$ cat config.mk
export PLATFORM = sky130hd
export DESIGN_NAME = delivery_tracker_flat
export DESIGN_NICKNAME = d
export VERILOG_FILES = /design/src/rtl/delivery_pkg.sv /design/src/rtl/delivery_tracker_if.sv /design/src/rtl/delivery_channel.sv /design/src/rtl/delivery_tracker.sv /design/src/flat_wrapper.sv
export SDC_FILE = /design/constraint.sdc
export NUM_CORES = 1
export LEC_CHECK = 0
export CAP_MARGIN = 20
export CORE_AREA = 2 2 92 94
export DETAILED_ROUTE_END_ITERATION = 10
export DIE_AREA = 0 0 94 96
export GPL_TIMING_DRIVEN = 0
export PLACE_DENSITY = 0.78
export SLEW_MARGIN = 20
export SYNTH_ARGS = -nofsm -noshare
export SYNTH_HDL_FRONTEND = slang
export SYNTH_SLANG_ARGS = --single-unit
$ cat constraint.sdc
create_clock -name clk -period 4.6 [get_ports clk]
set_clock_uncertainty 0.2 [all_clocks]
set_input_delay 0.92 -clock clk [delete_from_list [all_inputs] [get_ports clk]]
set_output_delay 0.92 -clock clk [all_outputs]
set_load 0.02 [all_outputs]
$ cat src/rtl/delivery_pkg.sv
// Shared types and default parameters for the
// multi-channel delivery tracker.
package delivery_pkg;

  typedef enum logic [1:0] {
    IDLE,
    HOLD,
    RELEASED
  } delivery_state_e;

  localparam int DEF_NUM_CH      = 4;
  localparam int DEF_TIMEOUT_CYC = 255;
  localparam int DEF_CNT_W       = 16;

endpackage

$ cat src/rtl/delivery_tracker_if.sv
// Event and status bundle between the dock
// event sources and the delivery tracker.
interface delivery_tracker_if
  import delivery_pkg::*;
#(
  parameter int NUM_CH = DEF_NUM_CH,
  parameter int CNT_W  = DEF_CNT_W
);

  logic [NUM_CH-1:0] shipment_open;
  logic [NUM_CH-1:0] customs_cleared;
  logic [NUM_CH-1:0] transit_ready;
  logic [NUM_CH-1:0] arrived_on_truck;
  logic [NUM_CH-1:0] busy;
  logic [NUM_CH-1:0] shipment_released;
  logic [NUM_CH-1:0] delivery_confirmed;
  logic [NUM_CH-1:0] delivery_expired;
  logic [CNT_W-1:0]  confirmed_count;

  modport master (
    output shipment_open,
    output customs_cleared,
    output transit_ready,
    output arrived_on_truck,
    input  busy,
    input  shipment_released,
    input  delivery_confirmed,
    input  delivery_expired,
    input  confirmed_count
  );

  modport slave (
    input  shipment_open,
    input  customs_cleared,
    input  transit_ready,
    input  arrived_on_truck,
    output busy,
    output shipment_released,
    output delivery_confirmed,
    output delivery_expired,
    output confirmed_count
  );

endinterface

$ cat src/rtl/delivery_channel.sv
// One shipment channel: open -> hold -> released
// -> delivered, with a per-shipment timeout.
module delivery_channel
  import delivery_pkg::*;
#(
  parameter int TIMEOUT_CYC = DEF_TIMEOUT_CYC
) (
  input  logic clk,
  input  logic rst_n,
  input  logic open_i,
  input  logic cust_i,
  input  logic tran_i,
  input  logic arr_i,
  output logic busy_o,
  output logic rel_o,
  output logic conf_o,
  output logic exp_o,
  output logic conf_next_o
);

  localparam int CW =
    (TIMEOUT_CYC > 0) ? $clog2(TIMEOUT_CYC + 1) : 1;

  typedef logic [CW-1:0] cnt_t;

  localparam cnt_t TMO_LAST =
    (TIMEOUT_CYC > 0) ? cnt_t'(TIMEOUT_CYC - 1) : '0;

  delivery_state_e state_q, state_d;
  logic cust_q, cust_d;
  logic tran_q, tran_d;
  cnt_t cnt_q, cnt_d;
  logic busy_q, busy_d;
  logic rel_q, rel_d;
  logic conf_q, conf_d;
  logic exp_q, exp_d;
  logic tmo;

  always_comb begin
    state_d = state_q;
    cust_d  = cust_q;
    tran_d  = tran_q;
    cnt_d   = cnt_q;
    conf_d  = 1'b0;
    exp_d   = 1'b0;
    tmo     = (TIMEOUT_CYC != 0) && (cnt_q == TMO_LAST);
    unique case (state_q)
      IDLE: begin
        if (open_i) begin
          state_d = HOLD;
          cust_d  = 1'b0;
          tran_d  = 1'b0;
          cnt_d   = '0;
        end
      end
      HOLD: begin
        cnt_d  = cnt_q + cnt_t'(1);
        cust_d = cust_q | cust_i;
        tran_d = tran_q | tran_i;
        // expiry wins over a release landing this cycle
        if (tmo) begin
          state_d = IDLE;
          exp_d   = 1'b1;
        end else if (cust_d && tran_d) begin
          state_d = RELEASED;
        end
      end
      RELEASED: begin
        cnt_d = cnt_q + cnt_t'(1);
        if (arr_i) begin
          state_d = IDLE;
          conf_d  = 1'b1;
        end else if (tmo) begin
          state_d = IDLE;
          exp_d   = 1'b1;
        end
      end
      default: state_d = IDLE;
    endcase
    busy_d = (state_d != IDLE);
    rel_d  = (state_d == RELEASED);
  end

  always_ff @(posedge clk or negedge rst_n) begin
    if (!rst_n) begin
      state_q <= IDLE;
      cust_q  <= 1'b0;
      tran_q  <= 1'b0;
      cnt_q   <= '0;
      busy_q  <= 1'b0;
      rel_q   <= 1'b0;
      conf_q  <= 1'b0;
      exp_q   <= 1'b0;
    end else begin
      state_q <= state_d;
      cust_q  <= cust_d;
      tran_q  <= tran_d;
      cnt_q   <= cnt_d;
      busy_q  <= busy_d;
      rel_q   <= rel_d;
      conf_q  <= conf_d;
      exp_q   <= exp_d;
    end
  end

  assign busy_o      = busy_q;
  assign rel_o       = rel_q;
  assign conf_o      = conf_q;
  assign exp_o       = exp_q;
  assign conf_next_o = conf_d;

endmodule

$ cat src/rtl/delivery_tracker.sv
// NUM_CH independent delivery channels plus a
// saturating count of confirmed deliveries.
module delivery_tracker
  import delivery_pkg::*;
#(
  parameter int NUM_CH      = DEF_NUM_CH,
  parameter int TIMEOUT_CYC = DEF_TIMEOUT_CYC,
  parameter int CNT_W       = DEF_CNT_W
) (
  input logic clk,
  input logic rst_n,
  delivery_tracker_if.slave bus
);

  localparam int PW = $clog2(NUM_CH + 1);
  localparam int SW = CNT_W + PW + 1;

  logic [NUM_CH-1:0] busy;
  logic [NUM_CH-1:0] rel;
  logic [NUM_CH-1:0] conf;
  logic [NUM_CH-1:0] expd;
  logic [NUM_CH-1:0] conf_now;

  for (genvar i = 0; i < NUM_CH; i++) begin : g_ch
    delivery_channel #(
      .TIMEOUT_CYC(TIMEOUT_CYC)
    ) u_ch (
      .clk        (clk),
      .rst_n      (rst_n),
      .open_i     (bus.shipment_open[i]),
      .cust_i     (bus.customs_cleared[i]),
      .tran_i     (bus.transit_ready[i]),
      .arr_i      (bus.arrived_on_truck[i]),
      .busy_o     (busy[i]),
      .rel_o      (rel[i]),
      .conf_o     (conf[i]),
      .exp_o      (expd[i]),
      .conf_next_o(conf_now[i])
    );
  end

  logic [PW-1:0]    pop;
  logic [SW-1:0]    sum;
  logic [CNT_W-1:0] count_q, count_d;

  // count tracks the confirm pulses landing at this edge
  always_comb begin
    pop = '0;
    for (int i = 0; i < NUM_CH; i++) begin
      pop = pop + PW'(conf_now[i]);
    end
    sum = SW'(count_q) + SW'(pop);
    if (sum > SW'({CNT_W{1'b1}})) begin
      count_d = '1;
    end else begin
      count_d = sum[CNT_W-1:0];
    end
  end

  always_ff @(posedge clk or negedge rst_n) begin
    if (!rst_n) begin
      count_q <= '0;
    end else begin
      count_q <= count_d;
    end
  end

  assign bus.busy               = busy;
  assign bus.shipment_released  = rel;
  assign bus.delivery_confirmed = conf;
  assign bus.delivery_expired   = expd;
  assign bus.confirmed_count    = count_q;

endmodule

$ cat src/flat_wrapper.sv
// flat-port wrapper written by rule: the top's interface ports become plain ports
module delivery_tracker_flat import delivery_pkg::*;
#(
  parameter int NUM_CH      = DEF_NUM_CH,
  parameter int TIMEOUT_CYC = DEF_TIMEOUT_CYC,
  parameter int CNT_W       = DEF_CNT_W
)
  (clk, rst_n, bus_shipment_open, bus_customs_cleared, bus_transit_ready, bus_arrived_on_truck, bus_busy, bus_shipment_released, bus_delivery_confirmed, bus_delivery_expired, bus_confirmed_count);
  delivery_tracker_if #(.NUM_CH(NUM_CH), .CNT_W(CNT_W)) bus_i ();
  input logic clk;
  input logic rst_n;
  input wire logic [$bits(bus_i.shipment_open)-1:0] bus_shipment_open;
  input wire logic [$bits(bus_i.customs_cleared)-1:0] bus_customs_cleared;
  input wire logic [$bits(bus_i.transit_ready)-1:0] bus_transit_ready;
  input wire logic [$bits(bus_i.arrived_on_truck)-1:0] bus_arrived_on_truck;
  output wire logic [$bits(bus_i.busy)-1:0] bus_busy;
  output wire logic [$bits(bus_i.shipment_released)-1:0] bus_shipment_released;
  output wire logic [$bits(bus_i.delivery_confirmed)-1:0] bus_delivery_confirmed;
  output wire logic [$bits(bus_i.delivery_expired)-1:0] bus_delivery_expired;
  output wire logic [$bits(bus_i.confirmed_count)-1:0] bus_confirmed_count;
  assign bus_i.shipment_open = bus_shipment_open;
  assign bus_i.customs_cleared = bus_customs_cleared;
  assign bus_i.transit_ready = bus_transit_ready;
  assign bus_i.arrived_on_truck = bus_arrived_on_truck;
  assign bus_busy = bus_i.busy;
  assign bus_shipment_released = bus_i.shipment_released;
  assign bus_delivery_confirmed = bus_i.delivery_confirmed;
  assign bus_delivery_expired = bus_i.delivery_expired;
  assign bus_confirmed_count = bus_i.confirmed_count;
  delivery_tracker #(.NUM_CH(NUM_CH), .TIMEOUT_CYC(TIMEOUT_CYC), .CNT_W(CNT_W)) u_core (.clk(clk), .rst_n(rst_n), .bus(bus_i));
endmodule
==> impl_metrics.json, run 1 <==
{
  "status": "finished clean",
  "postCtsHoldBufs": 0,
  "cts_tree": "built",
  "synth-seq-cells": 80,
  "cp_max_fo": 10,
  "syn_avg_cell_area_um2": 9.83,
  "wl_per_cell_um": 13.1,
  "vias": 3398,
  "first_global_vias": 3169,
  "yosysSeqAreaShare_pct": 46.2,
  "grt_pass1_wl_um": 13800,
  "design_area_um2": 5180,
  "antenna_found_initial": 0,
  "vdd_ir_drop_max_v": 0.000283,
  "cts.repair.resized": 0,
  "ios": 50,
  "cts.clk_slew.worst_paths_ns": 0.08,
  "period_share_pct": 87.9,
  "ys_warn_count": 0,
  "setup_violations": 0,
  "arrival_ns": 4.11,
  "drc": 0,
  "clk_path_buf_depth": 2,
  "die_area_um2": 9020,
  "critPathLaunchType": "input port",
  "insertion_delay_ns": 0.35,
  "met1_usage_pct": 23.5,
  "wl_um": 8020,
  "hold_viol": 0,
  "port_buffers": 49,
  "fmax_mhz": 247,
  "finalSetupTns_ns": 0,
  "relSlewSlack_pct": 64.6,
  "drt_iter0_drc": 141,
  "cp-end-kind": "register",
  "setup_slack_ns": 0.558,
  "powerDensity_nw_per_um2": 502,
  "holdWs_ns": 0.308,
  "gp_congestion": 0.881,
  "worst_r2r_endpoint": "u_core.bus.confirmed_count[6]",
  "rows": 33,
  "cts_root_buf": "clkbuf_8",
  "insertedDiodeCount": 0,
  "drtAntennaViolNets": 0,
  "nets": 551,
  "ys.flop_type": "dfrtp_1",
  "period_needed_ns": 4.04,
  "start_util_pct": 53.8,
  "ys_types": 43,
  "htreeDepth": 3,
  "synth_area_um2": 4340,
  "dp_worst_setup_slack_ns": 0.179,
  "r2r_cells": 15,
  "grtUsageMet2_pct": 33.6,
  "syn_to_final_growth_pct": 19.5,
  "drv_cap": 0,
  "ff2ff_setup_slack_ns": 0.89,
  "synth_nets": 490,
  "vias_per_cell": 5.55,
  "drive_gt1_share_pct": 8.68,
  "drv_slew": 0,
  "cp.required_ns": 4.67,
  "place_hpwl_um": 6020,
  "grt_max_degree": 46,
  "hold_class": "in -> async",
  "placedInstanceArea_um2": 4980,
  "cts_made_buffers": 9,
  "worstSetupPathType": "in -> reg",
  "cts_sinks": 80,
  "die_h_um": 96,
  "layout_common_cells": "dfrtp_1, clkdlybuf4s50_1, nor2_1",
  "max_slew.worst_pin.slew_ns": 0.517,
  "async_flop_share_pct": 100,
  "grt_usage_pct": 19.3,
  "fp.dieW_um": 94,
  "rsz0062_at_grt": "no",
  "finalPower_w": 0.00260,
  "cts_setup_buffers": 0,
  "final_common_cell": "dfrtp_1",
  "synth-edff-count": 0,
  "grt.busiest_layer": "met2",
  "rr_startpoint": "u_core.g_ch[0].u_ch.state_q[0]",
  "syn_inst": 441,
  "overflow": 0,
  "power.leakage_nw": 2.36,
  "met3_usage_pct": 3.21,
  "coreArea_um2": 8050,
  "drt_pass1_iterations": 4
}
==> cell type report <==
type | instances | area [µm²]
buffer | 18 | 130
clock buffer | 11 | 141
clock inverter | 5 | 56.3
fill | 682 | 2870
inverter | 29 | 109
multi-input combinational | 314 | 2090
sequential | 80 | 2000
tap | 105 | 131
timing repair buffer | 50 | 515
==> Yosys cell counts (3+ instances only) <==
| library cell | instances | area, µm² |
|---|---|---|
| or3_1 | 6 | 37.5 |
| nand4_1 | 14 | 87.6 |
| nand3b_1 | 4 | 30.0 |
| nand3_1 | 14 | 70.1 |
| o22ai_1 | 8 | 50.1 |
| and3_1 | 5 | 31.3 |
| dfrtp_1 | 80 | 2000 |
| nor3_1 | 10 | 50.1 |
| a211oi_1 | 3 | 22.5 |
| mux2_2 | 5 | 56.3 |
| ha_1 | 29 | 363 |
| nand2_1 | 39 | 146 |
| xnor2_1 | 17 | 149 |
| nor2b_1 | 6 | 37.5 |
| nor4_1 | 6 | 37.5 |
| a21oi_1 | 30 | 150 |
| o221ai_1 | 4 | 35.0 |
| a211o_1 | 4 | 35.0 |
| nor2_1 | 40 | 150 |
| nand2b_1 | 8 | 50.1 |
| mux2i_1 | 4 | 40.0 |
| buf_4 | 16 | 120 |
| xor2_1 | 10 | 87.6 |
| inv_1 | 29 | 109 |
| o21ai_0 | 23 | 115 |
| o31ai_1 | 4 | 30.0 |
| a221oi_1 | 3 | 26.3 |
==> metal layers <==
layer	share of wire (%)	vias up
met3	3.9	18
met5	0	-
met2	49	92
met1	45	1632
met4	2.2	0
li1	-	1656
==> state kept, by name, summed over array words and instances (netlist names) <==
register and flops:
u_core.bus.confirmed_count 16, u_core.g_ch.u_ch.busy_o 4, u_core.g_ch.u_ch.cust_q 4, u_core.g_ch.u_ch.state_q 8, u_core.g_ch.u_ch.cnt_q 32, u_core.g_ch.u_ch.exp_o 4
u_core.g_ch.u_ch.rel_o 4, u_core.g_ch.u_ch.tran_q 4, u_core.g_ch.u_ch.conf_o 4
==> cells by family (layout without fill, tap and decap cells) <==
logic type	count (synthesis)	after routing	synth area share (%)
AOI/OAI and AO/OA	88	88	12.8
DFF	80	80	46.2
and+or+nand+nor	158	158	18.2
xor gates and xnor gates	27	27	5.45
buffers and inverters	47	113	5.51
adders and majority gates	31	31	9.29
muxes	10	10	2.48
==> where the power goes <==
group	internal, W	switching (W)	total, W
Sequential	0.000865	0.000154	0.00102
Clock	0.000265	0.000249	0.000514
Combinational	0.000478	0.000593	0.00107
==> stage by stage <==
| stage | utilization, % | std cells |
|---|---|---|
| 2_1_floorplan | - | 441 |
| 3_3_place_gp | 61.6 | 595 |
| 3_5_place_dp | 61.9 | 596 |
| 4_1_cts | 64.3 | 612 |
| 5_1_grt | 64.3 | 612 |
| 6_report | 64.3 | 612 |
==> how the worst max path moves through the flow <==
stage                                 start                              to
CTS                 bus_arrived_on_truck[0]   u_core.bus.confirmed_count[6]
detailed placement  bus_arrived_on_truck[0]  u_core.bus.confirmed_count[14]
finish              bus_arrived_on_truck[0]   u_core.bus.confirmed_count[6]
global route        bus_arrived_on_truck[0]   u_core.bus.confirmed_count[6]
global placement                      rst_n       u_core.g_ch[1].u_ch.rel_o
floorplan           bus_arrived_on_truck[1]  u_core.bus.confirmed_count[14]
==> critical path, stage by stage <==
cell	delay, ns
clkdlybuf4s50_1	0.48
and2_1	0.21
ha_1	0.25
inv_1	0.07
fa_1	0.40
inv_1	0.06
ha_1	0.15
inv_1	0.05
fa_1	0.39
nand2b_1	0.25
a211oi_4	0.34
nand3_1	0.20
buf_2	0.23
o21ai_0	0.09
(Power assumes the default switching activity.)
==> run 2: changes to the inputs <==
- ABC_AREA: unset -> 1
- CORE_AREA: 2 2 92 94 -> 3 3 96 98
- DIE_AREA: 0 0 94 96 -> 0 0 99 101
- PLACE_DENSITY: 0.78 -> 0.77
==> run 2 against run 1 <==
Largest cell class unchanged. Via count increased by 11%. Design area increased by 4.0%. Critical path type unchanged. Critical endpoint unchanged. Die area increased by 11%.
==> impl_metrics.json, run 2 <==
{
  "status": "finished clean",
  "port_buffers": 49,
  "grt_pass1_wl_um": 16000,
  "final_util_pct": 63.0,
  "design_area_um2": 5390,
  "yosysMostFrequentCell": "nand2_1",
  "synth-seq-cells": 80,
  "ff2ff_setup_slack_ns": 1.34,
  "holdWs_ns": 0.315,
  "ys.flop_type": "dfrtp_1",
  "cts.repair.resized": 0,
  "relSlewSlack_pct": 69.5,
  "grt_usage_pct": 19.4,
  "setup_slack_ns": 1.00,
  "nets": 701,
  "cts.clk_slew.worst_paths_ns": 0.08,
  "hold_class": "reg -> reg",
  "hold_viol": 0,
  "drive_gt1_share_pct": 7.94,
  "start_util_pct": 53.4,
  "synth_top_cells_by_count": "nand2_1, inv_1, dfrtp_1, nor2_1, nand3_1",
  "ys_types": 24,
  "setup_violations": 0,
  "syn_inst": 591,
  "arrival_ns": 3.66,
  "critPathLaunchType": "input port",
  "drc": 0,
  "rsz0062_at_grt": "no",
  "finalPower_w": 0.00265,
  "ios": 50,
  "vdd_ir_drop_max_v": 0.000237,
  "wl_um": 8930,
  "die_h_um": 101,
  "cp.required_ns": 4.66,
  "synth_top_area_share_pct": 43.9,
  "period_share_pct": 78.3,
  "period_needed_ns": 3.60,
  "top_register": "u_core.g_ch.u_ch.cnt_q",
  "coreArea_um2": 8550,
  "postCtsHoldBufs": 0,
  "antenna_found_initial": 0,
  "rows": 34,
  "syn_avg_cell_area_um2": 7.72,
  "layout_common_cells": "nand2_1, inv_1, dfrtp_1",
  "synth_nets": 640,
  "placedInstanceArea_um2": 5220,
  "vias_per_cell": 4.96,
  "worstSetupPathType": "in -> reg",
  "cts_made_buffers": 9,
  "drtAntennaViolNets": 0,
  "async_flop_share_pct": 100,
  "grt_max_degree": 49,
  "cts_sinks": 80,
  "vias": 3786,
  "htreeDepth": 3,
  "yosysTopAreaCell": "dfrtp_1",
  "yosysSeqAreaShare_pct": 43.9,
  "dp_worst_setup_slack_ns": 0.644,
  "ys_warn_count": 0,
  "cts_setup_buffers": 0,
  "overflow": 0,
  "drt_iter0_drc": 170,
  "cts_root_buf": "clkbuf_8",
  "synth_area_um2": 4560,
  "fp.dieW_um": 99,
  "cp-end-kind": "register",
  "wl_per_cell_um": 11.7,
  "synth-edff-count": 0,
  "drv_cap": 0,
  "cp_max_fo": 9,
  "gp_congestion": 0.914,
  "place_hpwl_um": 6830,
  "clk_path_buf_depth": 2,
  "largest_reg_flops": 32,
  "fmax_mhz": 278,
  "drv_slew": 0,
  "synth.area.top_cells": "dfrtp_1, nand2_1, inv_1",
  "final_common_cell": "nand2_1",
  "die_area_um2": 10000,
  "power.leakage_nw": 2.73,
  "insertedDiodeCount": 0,
  "syn_to_final_growth_pct": 18.0,
  "insertion_delay_ns": 0.34,
  "drt_pass1_iterations": 4,
  "first_global_vias": 3802,
  "powerDensity_nw_per_um2": 491,
  "max_slew.worst_pin.slew_ns": 0.457,
  "cts_tree": "built"
}
==> run 2: cell count changes after synthesis, sizes merged, moves of 8 or more <==
cell | before | now
nand2 | 39 | 154
inv | 29 | 100
nor2 | 40 | 76
nand3 | 14 | 46
xnor2 | 17 | 1
nand4 | 16 | 7
nand2b | 8 | 0
o22ai | 8 | 0
==> run 2: cells by family (layout without fill, tap and decap cells) <==
kind of cell / count (synthesis) / count (layout) / share of synthesized area, %
buffers and inverters: 116 / 180 / 10.9
and+or+nand+nor: 295 / 295 / 27.3
DFF: 80 / 80 / 43.9
AOI/OAI and AO/OA: 56 / 56 / 6.47
muxes: 3 / 3 / 0.740
adders and majority gates: 31 / 31 / 8.83
xor gates and xnor gates: 10 / 10 / 1.92
==> run 2: path summary, 6_finish.rpt <==
path	startpoint	end	cells past startpoint
worst min-delay path	u_core.g_ch[0].u_ch.cnt_q[0]	u_core.g_ch[0].u_ch.cnt_q[0]	1
worst max-delay path	bus_arrived_on_truck[0]	u_core.bus.confirmed_count[6]	16
worst max register to register	u_core.g_ch[0].u_ch.state_q[0]	u_core.bus.confirmed_count[6]	17
max in group asynchronous	rst_n	u_core.g_ch[3].u_ch.conf_o	2
min in group asynchronous	rst_n	u_core.g_ch[1].u_ch.state_q[0]	1
worst min register to register	u_core.g_ch[0].u_ch.cnt_q[0]	u_core.g_ch[0].u_ch.cnt_q[0]	1
==> run 2: area by class of cell <==
cell class	instances	area, µm²
Sequential cell	80	2000
Buffer	16	120
Fill cell	763	3160
Tap cell	108	135
Multi-Input combinational cell	395	2070
Timing Repair Buffer	50	515
Inverter	100	375
Clock buffer	14	173
==> run 2: metal layers <==
layer	routed length, µm	track usage (%)	vias to the layer above
li1	-	-	1947
met1	4010	23.2	1731
met2	4400	34.5	92
met4	144	7.98	0
met3	376	3.18	16
met5	0	0	-
==> run 2: stage by stage <==
step | std cells | TNS, ns
3_5_place_dp | 749 | 0
5_1_grt | 763 | 0
3_3_place_gp | 748 | -35.89
4_1_cts | 763 | 0
6_report | 763 | 0
2_1_floorplan | 591 | 0
==> run 2: report_power, final <==
| group | leakage [nW] | internal (W) | switching (W) | total [W] |
|---|---|---|---|---|
| Sequential | 1.05 | 0.000875 | 0.000133 | 0.00101 |
| Combinational | 1.59 | 0.000468 | 0.000703 | 0.00117 |
| Clock | 0.0886 | 0.000235 | 0.000232 | 0.000467 |
==> run 2: worst max-delay path: stages <==
cell and delay (ns):
clkdlybuf4s50_1 0.47, nand2_1 0.05, inv_1 0.09, ha_1 0.23
inv_1 0.06, fa_1 0.41, inv_1 0.07, ha_1 0.16
inv_1 0.06, fa_1 0.39, inv_1 0.09, a21o_1 0.12
nand2_2 0.09, nor2_4 0.15, nand2_2 0.16, o21ai_0 0.12
